`config.mk`:
```
export PLATFORM = sky130hd
export DESIGN_NAME = frv_axi_adapter_ot
export DESIGN_NICKNAME = d
export VERILOG_FILES = /design/src/rtl/frv_axi_pkg.sv /design/src/rtl/frv_axi_ord_fifo.sv /design/src/rtl/frv_axi_adapter_ot.sv
export SDC_FILE = /design/constraint.sdc
export NUM_CORES = 1
export LEC_CHECK = 0
export ABC_AREA = 1
export CAP_MARGIN = 30
export CORE_AREA = 2 2 101 103
export CTS_BUF_LIST = sky130_fd_sc_hd__clkbuf_4
export DETAILED_ROUTE_END_ITERATION = 8
export DIE_AREA = 0 0 103 105
export PLACE_DENSITY = 0.7
export SLEW_MARGIN = 20
export SYNTH_ARGS = -nofsm -noshare
export SYNTH_HDL_FRONTEND = slang
export SYNTH_HIERARCHICAL = 1
export SYNTH_SLANG_ARGS = --single-unit
```
`constraint.sdc`:
```
create_clock -name g_clk -period 2.4 [get_ports g_clk]
set_input_delay 0.36 -clock g_clk [delete_from_list [all_inputs] [get_ports g_clk]]
set_output_delay 0.36 -clock g_clk [all_outputs]
set_load 0.03 [all_outputs]
```
`src/rtl/frv_axi_pkg.sv`:
```
// Shared constants for the FRV core-to-AXI4-lite adapter:
// AXI response codes, prot bit positions and order-entry types.
package frv_axi_pkg;

    localparam logic [1:0] RESP_OKAY   = 2'b00;
    localparam logic [1:0] RESP_EXOKAY = 2'b01;
    localparam logic [1:0] RESP_SLVERR = 2'b10;
    localparam logic [1:0] RESP_DECERR = 2'b11;

    localparam int PROT_PRIV  = 0;
    localparam int PROT_NSEC  = 1;
    localparam int PROT_INSTR = 2;

    localparam logic ORD_RD = 1'b0;
    localparam logic ORD_WR = 1'b1;

    // Any non-OKAY code (EXOKAY included) is reported as an error.
    function automatic logic resp_err(input logic [1:0] r);
        return r != RESP_OKAY;
    endfunction

    function automatic logic [2:0] prot_f(input logic instr);
        logic [2:0] p;
        p = '0;
        p[PROT_INSTR] = instr;
        return p;
    endfunction

endpackage

```
`src/rtl/frv_axi_ord_fifo.sv`:
```
// Order FIFO: remembers the type of each granted request until answered.
// Ports: i_clk, i_rst (sync, high), i_push/i_data, i_pop, o_data (head),
//        o_full, o_empty, o_count (occupancy). DEPTH must be a power of two.
module frv_axi_ord_fifo #(
    parameter  int DEPTH = 4,
    parameter  int WIDTH = 1,
    localparam int CW    = $clog2(DEPTH + 1),
    localparam int PW    = $clog2(DEPTH)
) (
    input  logic             i_clk,
    input  logic             i_rst,
    input  logic             i_push,
    input  logic [WIDTH-1:0] i_data,
    input  logic             i_pop,
    output logic [WIDTH-1:0] o_data,
    output logic             o_full,
    output logic             o_empty,
    output logic [CW-1:0]    o_count
);

    logic [WIDTH-1:0] r_mem [DEPTH];
    logic [PW-1:0]    r_wptr;
    logic [PW-1:0]    r_rptr;
    logic [CW-1:0]    r_count;
    logic             w_push;
    logic             w_pop;

    assign o_full  = (r_count == CW'(DEPTH));
    assign o_empty = (r_count == '0);
    assign o_count = r_count;
    assign o_data  = r_mem[r_rptr];
    assign w_push  = i_push && !o_full;
    assign w_pop   = i_pop && !o_empty;

    always_ff @(posedge i_clk) begin
        if (w_push) begin
            r_mem[r_wptr] <= i_data;
        end
    end

    // Pointers wrap naturally because DEPTH is a power of two.
    always_ff @(posedge i_clk) begin
        if (i_rst) begin
            r_wptr  <= '0;
            r_rptr  <= '0;
            r_count <= '0;
        end else begin
            if (w_push) begin
                r_wptr <= r_wptr + PW'(1);
            end
            if (w_pop) begin
                r_rptr <= r_rptr + PW'(1);
            end
            r_count <= r_count + CW'(w_push) - CW'(w_pop);
        end
    end

endmodule

```
`src/rtl/frv_axi_adapter_ot.sv`:
```
// Core memory port to AXI4-lite bridge with multiple outstanding requests,
// answered to the core strictly in request order.
// Ports: g_clk, g_reset (sync, high); mem_axi_aw/w/b/ar/r AXI4-lite master;
//        mem_req/wen/strb/wdata/addr/gnt core request; mem_recv/ack/error/
//        rdata core response; mem_outstanding order-FIFO occupancy.
// Macro FRV_AXI_ADAPTER_RSP_REG_EN: register the response (+1 cycle).
module frv_axi_adapter_ot
    import frv_axi_pkg::*;
#(
    parameter  int ADDR_W          = 32,
    parameter  int DATA_W          = 32,
    parameter  int OUTSTANDING     = 4,
    parameter  int INSTR_INTERFACE = 0,
    localparam int SW              = DATA_W / 8,
    localparam int CW              = $clog2(OUTSTANDING + 1)
) (
    input  logic              g_clk,
    input  logic              g_reset,
    output logic              mem_axi_awvalid,
    input  logic              mem_axi_awready,
    output logic [ADDR_W-1:0] mem_axi_awaddr,
    output logic [2:0]        mem_axi_awprot,
    output logic              mem_axi_wvalid,
    input  logic              mem_axi_wready,
    output logic [DATA_W-1:0] mem_axi_wdata,
    output logic [SW-1:0]     mem_axi_wstrb,
    input  logic              mem_axi_bvalid,
    output logic              mem_axi_bready,
    input  logic [1:0]        mem_axi_bresp,
    output logic              mem_axi_arvalid,
    input  logic              mem_axi_arready,
    output logic [ADDR_W-1:0] mem_axi_araddr,
    output logic [2:0]        mem_axi_arprot,
    input  logic              mem_axi_rvalid,
    output logic              mem_axi_rready,
    input  logic [DATA_W-1:0] mem_axi_rdata,
    input  logic [1:0]        mem_axi_rresp,
    input  logic              mem_req,
    input  logic              mem_wen,
    input  logic [SW-1:0]     mem_strb,
    input  logic [DATA_W-1:0] mem_wdata,
    input  logic [ADDR_W-1:0] mem_addr,
    output logic              mem_gnt,
    output logic              mem_recv,
    input  logic              mem_ack,
    output logic              mem_error,
    output logic [DATA_W-1:0] mem_rdata,
    output logic [CW-1:0]     mem_outstanding
);

    logic r_aw_done;
    logic r_w_done;
    logic w_full;
    logic w_empty;
    logic w_head;
    logic w_head_wr;
    logic w_head_rd;
    logic w_wr_req;
    logic w_aw_hs;
    logic w_w_hs;
    logic w_wr_gnt;
    logic w_rd_gnt;
    logic w_pop;

    assign mem_axi_awaddr = mem_addr;
    assign mem_axi_araddr = mem_addr;
    assign mem_axi_wdata  = mem_wdata;
    assign mem_axi_wstrb  = mem_strb;
    assign mem_axi_awprot = prot_f(INSTR_INTERFACE != 0);
    assign mem_axi_arprot = prot_f(INSTR_INTERFACE != 0);

    assign w_wr_req = !g_reset && mem_req && mem_wen && !w_full;

    assign mem_axi_arvalid = !g_reset && mem_req && !mem_wen && !w_full;
    assign mem_axi_awvalid = w_wr_req && !r_aw_done;
    assign mem_axi_wvalid  = w_wr_req && !r_w_done;

    assign w_aw_hs  = mem_axi_awvalid && mem_axi_awready;
    assign w_w_hs   = mem_axi_wvalid && mem_axi_wready;
    assign w_rd_gnt = mem_axi_arvalid && mem_axi_arready;
    // Each channel counts as done if it finished earlier or finishes now.
    assign w_wr_gnt = w_wr_req && (r_aw_done || w_aw_hs)
                               && (r_w_done || w_w_hs);
    assign mem_gnt  = w_wr_gnt || w_rd_gnt;

    always_ff @(posedge g_clk) begin
        if (g_reset) begin
            r_aw_done <= 1'b0;
            r_w_done  <= 1'b0;
        end else if (w_wr_gnt) begin
            r_aw_done <= 1'b0;
            r_w_done  <= 1'b0;
        end else begin
            if (w_aw_hs) r_aw_done <= 1'b1;
            if (w_w_hs)  r_w_done  <= 1'b1;
        end
    end

    frv_axi_ord_fifo #(
        .DEPTH (OUTSTANDING),
        .WIDTH (1)
    ) u_ord (
        .i_clk   (g_clk),
        .i_rst   (g_reset),
        .i_push  (mem_gnt),
        .i_data  (mem_wen),
        .i_pop   (w_pop),
        .o_data  (w_head),
        .o_full  (w_full),
        .o_empty (w_empty),
        .o_count (mem_outstanding)
    );

    assign w_head_wr = !w_empty && (w_head == ORD_WR);
    assign w_head_rd = !w_empty && (w_head == ORD_RD);
    assign w_pop     = mem_recv && mem_ack;

`ifdef FRV_AXI_ADAPTER_RSP_REG_EN
    logic              r_rsp_vld;
    logic              r_rsp_err;
    logic              r_rsp_wr;
    logic [DATA_W-1:0] r_rsp_data;
    logic              w_b_hs;
    logic              w_r_hs;

    assign w_b_hs = mem_axi_bvalid && mem_axi_bready;
    assign w_r_hs = mem_axi_rvalid && mem_axi_rready;

    // The head entry stays in the FIFO until the core takes the
    // registered copy; the empty-register condition stops a re-capture.
    always_ff @(posedge g_clk) begin
        if (g_reset) begin
            r_rsp_vld  <= 1'b0;
            r_rsp_err  <= 1'b0;
            r_rsp_wr   <= 1'b0;
            r_rsp_data <= '0;
        end else if (w_b_hs || w_r_hs) begin
            r_rsp_vld  <= 1'b1;
            r_rsp_wr   <= w_b_hs;
            r_rsp_err  <= w_b_hs ? resp_err(mem_axi_bresp)
                                 : resp_err(mem_axi_rresp);
            r_rsp_data <= w_b_hs ? '0 : mem_axi_rdata;
        end else if (w_pop) begin
            r_rsp_vld  <= 1'b0;
        end
    end
`endif

    always_comb begin
        mem_recv       = 1'b0;
        mem_error      = 1'b0;
        mem_rdata      = '0;
        mem_axi_bready = 1'b0;
        mem_axi_rready = 1'b0;
`ifdef FRV_AXI_ADAPTER_RSP_REG_EN
        mem_axi_bready = w_head_wr && !r_rsp_vld;
        mem_axi_rready = w_head_rd && !r_rsp_vld;
        mem_recv       = r_rsp_vld;
        mem_error      = r_rsp_err;
        mem_rdata      = r_rsp_wr ? '0 : r_rsp_data;
`else
        if (w_head_wr) begin
            mem_recv       = mem_axi_bvalid;
            mem_axi_bready = mem_ack;
            mem_error      = resp_err(mem_axi_bresp);
        end else if (w_head_rd) begin
            mem_recv       = mem_axi_rvalid;
            mem_axi_rready = mem_ack;
            mem_error      = resp_err(mem_axi_rresp);
            mem_rdata      = mem_axi_rdata;
        end
`endif
        if (g_reset) begin
            mem_recv       = 1'b0;
            mem_axi_bready = 1'b0;
            mem_axi_rready = 1'b0;
        end
    end

endmodule

```
# ---- Yosys cells after proc, flatten, opt, wreduce, memory -nomap -nowiden
# Memories as Yosys holds them, arrays and structs flattened. A register that Yosys moved wholly into a read port is not among the register bits.
# Index checks and enable logic that the tools add are counted.
dict set report op_classes {
  n_eq_ne 1
  n_reduce_logical 30
  mux 16
  n_bitwise 1
  addsub 4
}
# op count
set ops {}
lappend ops {{32-bit two-way mux} 2}
lappend ops {{1-bit logical AND} 17}
lappend ops {{1-bit two-way mux} 12}
lappend ops {{1-bit zero test} 6}
lappend ops {{2-bit by 1-bit adder with 2-bit output, second input constant} 2}
lappend ops {{2-bit two-way mux} 2}
lappend ops {{2-bit nonzero test} 2}
lappend ops {{3-bit by 1-bit adder with 3-bit output} 1}
lappend ops {{3-bit == test, second input constant} 1}
lappend ops {{3-bit zero test} 1}
lappend ops {{1-bit logical OR} 3}
lappend ops {{3-bit by 1-bit subtractor with 3-bit output} 1}
lappend ops {{2-bit OR reduction} 1}
lappend ops {{1-bit NOT} 1}
dict set report word_totals {
  in_bits 114
  mem_count 1
  register_bits 9
  output_inout_bits 149
  ram_bits 4
  word_cells 58
}
# memory words width read_ports rd_clocked_by_memory_dff wr line
set mem_list {}
lappend mem_list {u_ord.r_mem 4 1 1 1 1 frv_axi_ord_fifo.sv:21} ;# logic [WIDTH-1:0] r_mem [DEPTH];

# ---- Depth between registers and ports, before layout
# Gate-level depths: netlist of the first run.
dict set report logic_depth {
  word_depth 13
  mapped_depth 21
  depth_no_buf 21
}

# ---- Modules after synthesis
# Netlist of the first run, hierarchy kept.
# mod seq_area_each_um2 instances cells_per_inst area_each_um2
set modules_own_cells {}
lappend modules_own_cells {frv_axi_adapter_ot 40.0 1 221 1305.0}
lappend modules_own_cells {frv_axi_ord_fifo 300.3 1 79 649.4}

# ---- Worst setup path after synthesis of the first run
# OpenSTA, ideal clock, no wires.
dict set report synth_timing {
  path_kind {reg-to-reg}
  start {reg u_ord.r_count[1], in the netlist u_ord/o_count[1]}
  end {reg u_ord.r_count[2], in the netlist u_ord/o_count[2]}
  n_path_buf 0
  slack_ps -464
  stages_incl_launch_ff 17
  period_less_slack_ps 2864
  arrival_time_ps 2746
  setup_ps 117
  required_ps 2283
  path_cell_list {dfxtp_1 nor2_4 nand2_2 inv_1 nor2_4 nand2_2 a21oi_2 nand2_1 nand2_1 nand2_2 ha_1 inv_1 ha_1 inv_1 fa_1 o21ai_0 nor2_1}
}
dict set report synth_between {
  elab_chain_cells 12
  elab_cells_between_ends 26
  classes_between {add/sub (2); eq/ne (1); mux (3); reduce/logical (20)}
}
# element line
set synth_lines {}
lappend synth_lines {{start: declaration} frv_axi_ord_fifo.sv:24} ;# logic [CW-1:0] r_count;
lappend synth_lines {{start signal: assignment} frv_axi_ord_fifo.sv:54} ;# r_count <= r_count + CW'(w_push) - CW'(w_pop);
lappend synth_lines {{3-bit == test *} frv_axi_ord_fifo.sv:28} ;# assign o_full = (r_count == CW'(DEPTH));
lappend synth_lines {{via w_full} frv_axi_adapter_ot.sv:53} ;# logic w_full;
lappend synth_lines {{1-bit zero test *} {frv_axi_adapter_ot.sv:72, frv_axi_adapter_ot.sv:74}}
lappend synth_lines {{1-bit logical AND} frv_axi_adapter_ot.sv:72} ;# assign w_wr_req = !g_reset && mem_req && mem_wen && !w_full;
lappend synth_lines {{1-bit logical AND} frv_axi_adapter_ot.sv:75} ;# assign mem_axi_awvalid = w_wr_req && !r_aw_done;
lappend synth_lines {{1-bit logical AND} frv_axi_adapter_ot.sv:78} ;# assign w_aw_hs = mem_axi_awvalid && mem_axi_awready;
lappend synth_lines {{1-bit logical OR} frv_axi_adapter_ot.sv:82} ;# assign w_wr_gnt = w_wr_req && (r_aw_done || w_aw_hs)
lappend synth_lines {{1-bit logical AND} frv_axi_adapter_ot.sv:82}
lappend synth_lines {{1-bit logical AND} frv_axi_adapter_ot.sv:83} ;# && (r_w_done || w_w_hs);
lappend synth_lines {{1-bit logical OR *} frv_axi_adapter_ot.sv:84} ;# assign mem_gnt = w_wr_gnt || w_rd_gnt;
lappend synth_lines {{via mem_gnt} frv_axi_adapter_ot.sv:43} ;# output logic mem_gnt,
lappend synth_lines {{1-bit logical AND *} frv_axi_ord_fifo.sv:32} ;# assign w_push = i_push && !o_full;
lappend synth_lines {{3-bit by 1-bit adder with 3-bit output *} frv_axi_ord_fifo.sv:54}
lappend synth_lines {{3-bit by 1-bit subtractor with 3-bit output *} frv_axi_ord_fifo.sv:54}
# Mark *: on every way through the listed nets, which the timed path passes. The rest lies on a longest branch.
# A chain may end at the register's enable or synchronous reset.

==> results.yml, run 1 <==
status:
  status: "finished, final reports clean"
global_route:
  grt_pass1_wl_mm: 8.91
  grt_usage_pct: 10.8
  antenna_found_initial: 0
  globalRoute.totalOverflow: 0
  grt_pass1_vias: 1670
  grt_max_degree: 34
finish:
  final_common_cell: "inv_1"
  mostFrequentLayoutCells: "inv_1 (56), nor2_1 (53), clkdlybuf4s50_1 (48)"
  antenna_cells: 0
  fin_nets: 430
  fin_cells: 441
  layout-drive-gt1-share_pct: 29.9
  final_cell_area_mm2: 0.00250
  synthToLayoutAreaGrowth_pct: 28.1
timing:
  fin_crit_ns: 2.34
  layout_setup_ws_ns: 0.0615
  setup_viol: 0
  fmax_ghz: 0.428
  hold_violations: 0
  rsz0062_at_grt: "true"
  fin_skew_ns: 0.000964
  finalCritPeriodShare_pct: 97.4
  drv_slew: 0
synthesis:
  yosys.cell_types.count: 20
  netlist_instances: 300
  avgSynthCellArea_um2: 6.51
  ys_ff_latch: 15
  synthesis.area_mm2: 0.00195
  ys_seq_area_share_pct: 17.4
  yosysWarnings: 6
die:
  dieWidth_um: 103
  die_h_um: 105
  die-area_mm2: 0.0108
  initial_core_util_pct: 20.3
  io_pins: 263
  rows: 36
  core_region_area_mm2: 0.00964
drt:
  wire_per_inst_um: 13.5
  drt_iter0_markers: 44
  routed-via-count: 1596
  totalWireLength_mm: 5.96
  ant_nets: 0
  firstDrtPassIters: 4
  via_per_inst: 3.62
  drc_errors: 0
critical_path:
  cp_max_fo: 3
  path_cells: "inv_2, nor2_1, nor2_1, o21ai_1, o21ai_1, inv_1, nand2_2, inv_2, nand2_2, nand2_2, inv_2, nor2_4, inv_2, nor2_2, ha_1, inv_1, ha_2, inv_2, fa_2, nor2_1"
  end_kind: "flop"
  worstSetupPathType: "flop to flop"
  cp_data_arrival_time_ns: 2.52
  cp_common_cell: "inv_2"
  cp_slowest_stage_delay_ns: 0.51
  critPathTopFamily: "adder cells"
  crit_slowest_cell: "fa_2"
  cp.required_ns: 2.58
  crit_buf_inv: 7
  critPathLaunchType: "flop"
power_and_ir_drop:
  p_switching_uw: 209
  finalPower_uw: 680
  power_density_mw_per_mm2: 272
  vdd_drop_max_mv: 0.185
  p_sw_share_pct: 30.7
  clockPowerShare_pct: 22.6
  pwr-share-comb_pct: 38.4
  pwr-share-seq_pct: 39.1
  p_int_uw: 471
  cellLeakagePower_uw: 0.00127
placement:
  finalWeightedCongestion: 0.848
  placed_area_mm2: 0.00244
  dpl_worst_slack_ns: -0.277
  numPortBuffers: 88
  dp_cells: 436
  hpwl_mm: 5.09
clock_tree:
  cts_buffers: 3
  clock_sinks: 15
  cts_max_path_buffers: 2
  root_buffer: "clkbuf_4"
  cts_tree: "built"
  htree_levels: 1
  path_clk_slew_ns: 0.09
  clk_latency_ns: 0.28
min_path:
  hp-class: "flop to flop"
flow_run:
  cap_violations: 0
==> synth_stat cells, drive strengths merged <==
| cell | number | share of area [%] |
|---|---|---|
| a21oi | 5 | 1.5 |
| nor4 | 1 | 0.32 |
| edfxtp | 4 | 6.1 |
| dfxtp | 11 | 11 |
| conb | 1 | 0.19 |
| o211ai | 2 | 0.77 |
| ha | 6 | 3.8 |
| nor2 | 58 | 12 |
| nand2 | 24 | 5.1 |
| o21ai | 6 | 1.5 |
| buf | 109 | 41 |
| inv | 63 | 12 |
| a21boi | 1 | 0.38 |
| nand3 | 8 | 2.0 |
| fa | 1 | 1.0 |
==> timing repair <==
| item | 4_1_cts | 5_1_grt |
|---|---|---|
| gates resized for setup | 5 | 13 |
| pin swaps | 4 | 2 |
| hold buffers | 0 | 0 |
| endpoints found under the hold margin | 0 | 0 |
| endpoints found under the setup margin | 2 | 2 |
| setup buffers | 1 | 0 |
==> per-stage QoR <==
step                      utilization, %  setup TNS, ns  hold slack [ns]
final                               26.0              0            0.504
after global routing                26.0         -0.289            0.579
after floorplan                        -              0            0.417
after CTS                           25.8              0            0.505
after global placement              25.3         -0.317            0.465
after detailed placement            25.3         -0.449            0.480
==> logic make-up (layout without fill, tap and decap cells) <==
| group | Yosys count | in the layout | share of synthesized area [%] |
|---|---|---|---|
| flops | 15 | 15 | 17.4 |
| buf+inv | 172 | 175 | 53.6 |
| other cells | 1 | 6 | 0.192 |
| compound gates | 14 | 14 | 4.16 |
| simple gates | 91 | 91 | 19.8 |
| fa+ha+maj | 7 | 7 | 4.87 |
==> power groups by stage <==
stage / sequential (µW) / clock, µW / combinational [µW]
2_1_floorplan: 274 / 0 / 421
3_3_place_gp: 271 / 0 / 255
3_5_place_dp: 271 / 0 / 258
4_1_cts: 265 / 161 / 261
5_1_grt: 266 / 175 / 283
6_report: 266 / 153 / 261
==> worst min-delay path: cells and delay by family, from the launching register on <==
| family | cells | cell delay, ns |
|---|---|---|
| compound gates | 1 | 0.06 |
| flops | 1 | 0.34 |
| simple gates | 1 | 0.08 |
==> path summary, 6_finish.rpt <==
path	cells past startpoint	to	slack (ns)	from
setup reg to reg	20	u_ord/o_count[1]	0.06	flop
setup / recovery	20	u_ord/o_count[1]	0.06	flop
hold reg to reg	2	u_ord/r_rptr[0]	0.50	u_ord/r_rptr[0]
hold / removal	2	u_ord/r_rptr[0]	0.50	u_ord/r_rptr[0]
==> final cells by class <==
type | count | area, µm²
repair buffers | 108 | 1090
multi-input cells | 118 | 624
inverters | 63 | 236
well taps | 133 | 166
flip-flops and latches | 15 | 353
fillers | 1066 | 7140
clock buffers | 4 | 30.0
==> layer usage <==
metal	global-route usage [%]	vias up	routed length, µm
met1	12.4	678	2310
li1	-	774	-
met3	7.96	37	1040
met2	14.6	107	2350
met4	5.08	0	261
met5	0	-	0
No activity file was read; power rests on OpenSTA's default activity.
==> inputs of run 2 (changes only) <==
- SETUP_SLACK_MARGIN: default -> 0.05
==> results.yml, run 2 (same netlist as run 1, synthesis figures left out) <==
global_route:
  globalRoute.totalOverflow: 0
  antenna_found_initial: 0
  grt_usage_pct: 10.2
  grt_pass1_wl_mm: 8.63
  grt_pass1_vias: 1668
  grt_max_degree: 34
finish:
  final_cell_area_mm2: 0.00249
  multi_input_area_um2: 624
  mostFrequentLayoutCells: "inv_1 (56), nor2_1 (53), clkdlybuf4s50_1 (48)"
  layout-drive-gt1-share_pct: 28.8
  antenna_cells: 0
  synthToLayoutAreaGrowth_pct: 27.5
  nFillCells: 1075
  fin_nets: 428
  seq_area_um2: 353
  utilization_pct: 25.9
  final_common_cell: "inv_1"
clock_tree:
  clk_latency_ns: 0.28
  root_buffer: "clkbuf_4"
  htree_levels: 1
  cts_max_path_buffers: 2
  cts_tree: "built"
  hold_buffers: 0
  clock_sinks: 15
  path_clk_slew_ns: 0.09
  cts_buffers: 3
power_and_ir_drop:
  power_density_mw_per_mm2: 273
  cellLeakagePower_uw: 0.00126
  finalPower_uw: 680
  vdd_drop_max_mv: 0.213
min_path:
  hp-class: "flop to flop"
die:
  die_h_um: 105
  core_region_area_mm2: 0.00964
  die-area_mm2: 0.0108
  initial_core_util_pct: 20.3
  io_pins: 263
  dieWidth_um: 103
  rows: 36
critical_path:
  cp_common_cell: "inv_1"
  crit_buf_inv: 7
  path_cells: "nor2_4, nand2_2, inv_1, inv_1, nand2_1, inv_2, nand2_1, nand2_1, inv_2, nor2_4, inv_1, nor2_1, ha_1, inv_1, ha_2, inv_2, fa_2, nor2_1"
  cp_data_arrival_time_ns: 2.57
  worstSetupPathType: "flop to flop"
  end_kind: "flop"
  critPathLaunchType: "flop"
  cp.required_ns: 2.59
  critPathTopFamily: "adder cells"
  cp_slowest_stage_delay_ns: 0.51
  cp_max_fo: 5
  crit_slowest_cell: "fa_2"
timing:
  fin_crit_ns: 2.39
  rsz0062_at_grt: "true"
  timing.setup.tns_ns: 0
  finalCritPeriodShare_pct: 99.4
  whs_ns: 0.497
  fin_skew_ns: 0.00786
  fmax_ghz: 0.419
  hold_violations: 0
  drv_slew: 0
  setup_viol: 0
drt:
  wire_per_inst_um: 12.9
  drc_errors: 0
  firstDrtPassIters: 4
  routed-via-count: 1587
  totalWireLength_mm: 5.66
  drt_iter0_markers: 47
  via_per_inst: 3.62
  ant_nets: 0
placement:
  placed_area_mm2: 0.00242
  numPortBuffers: 88
  hpwl_mm: 4.84
  finalWeightedCongestion: 0.808
status:
  status: "finished, final reports clean"
flow_run:
  cap_violations: 0
[run 2: worst min-delay path: cells and delay by family (launching register included)]
kind | cells | cell delay, ns
flip-flops | 1 | 0.34
AND/OR/NAND/NOR | 1 | 0.07
AO/OA/AOI/OAI | 1 | 0.06
[run 2: final timing paths]
path / startpoint / end / slack, ns / cells past startpoint
setup / recovery: u_ord/o_count[1] / u_ord/o_count[1] / 0.01 / 18
hold / removal: u_ord/r_rptr[0] / flop / 0.50 / 2
setup reg to reg: u_ord/o_count[1] / u_ord/o_count[1] / 0.01 / 18
hold reg to reg: u_ord/r_rptr[0] / flop / 0.50 / 2
[run 2: layout make-up]
type	instances	share of cell area, %
clock buffer	4	1.20
inverter	63	9.49
multi-input combinational	118	25.1
sequential	15	14.2
tap	133	6.68
timing repair buffer	106	43.4
[run 2: power by group]
group	switching, µW	internal, µW
clock	79.0	75.7
sequential	4.58	261
combinational	127	133
[run 2: timing repair]
item | 4_1_cts | 5_1_grt
gates resized for setup | 5 | 9
setup endpoints to repair | 2 | 2
pin swaps | 6 | 7
setup buffers | 2 | 1
[run 2: through the flow]
step                std cells  setup slack [ns]
floorplan                 305            0.0537
global placement          432            -0.161
detailed placement        432            -0.220
CTS                       438          -0.00938
global route              439            -0.157
finish                    439            0.0141
[run 2: routing by layer]
metal / vias up / global-route usage (%) / wire (µm)
met5: - / 0 / 0
met4: 0 / 4.79 / 232
met3: 33 / 6.96 / 876
met2: 97 / 14.0 / 2340
met1: 686 / 11.8 / 2210
li1: 771 / - / -
==> inputs of run 3 (changes only) <==
- RECOVER_POWER: default -> 25
==> results of run 3 <==
Same layout as run 2: the final DEF is identical, and so are final timing and power.
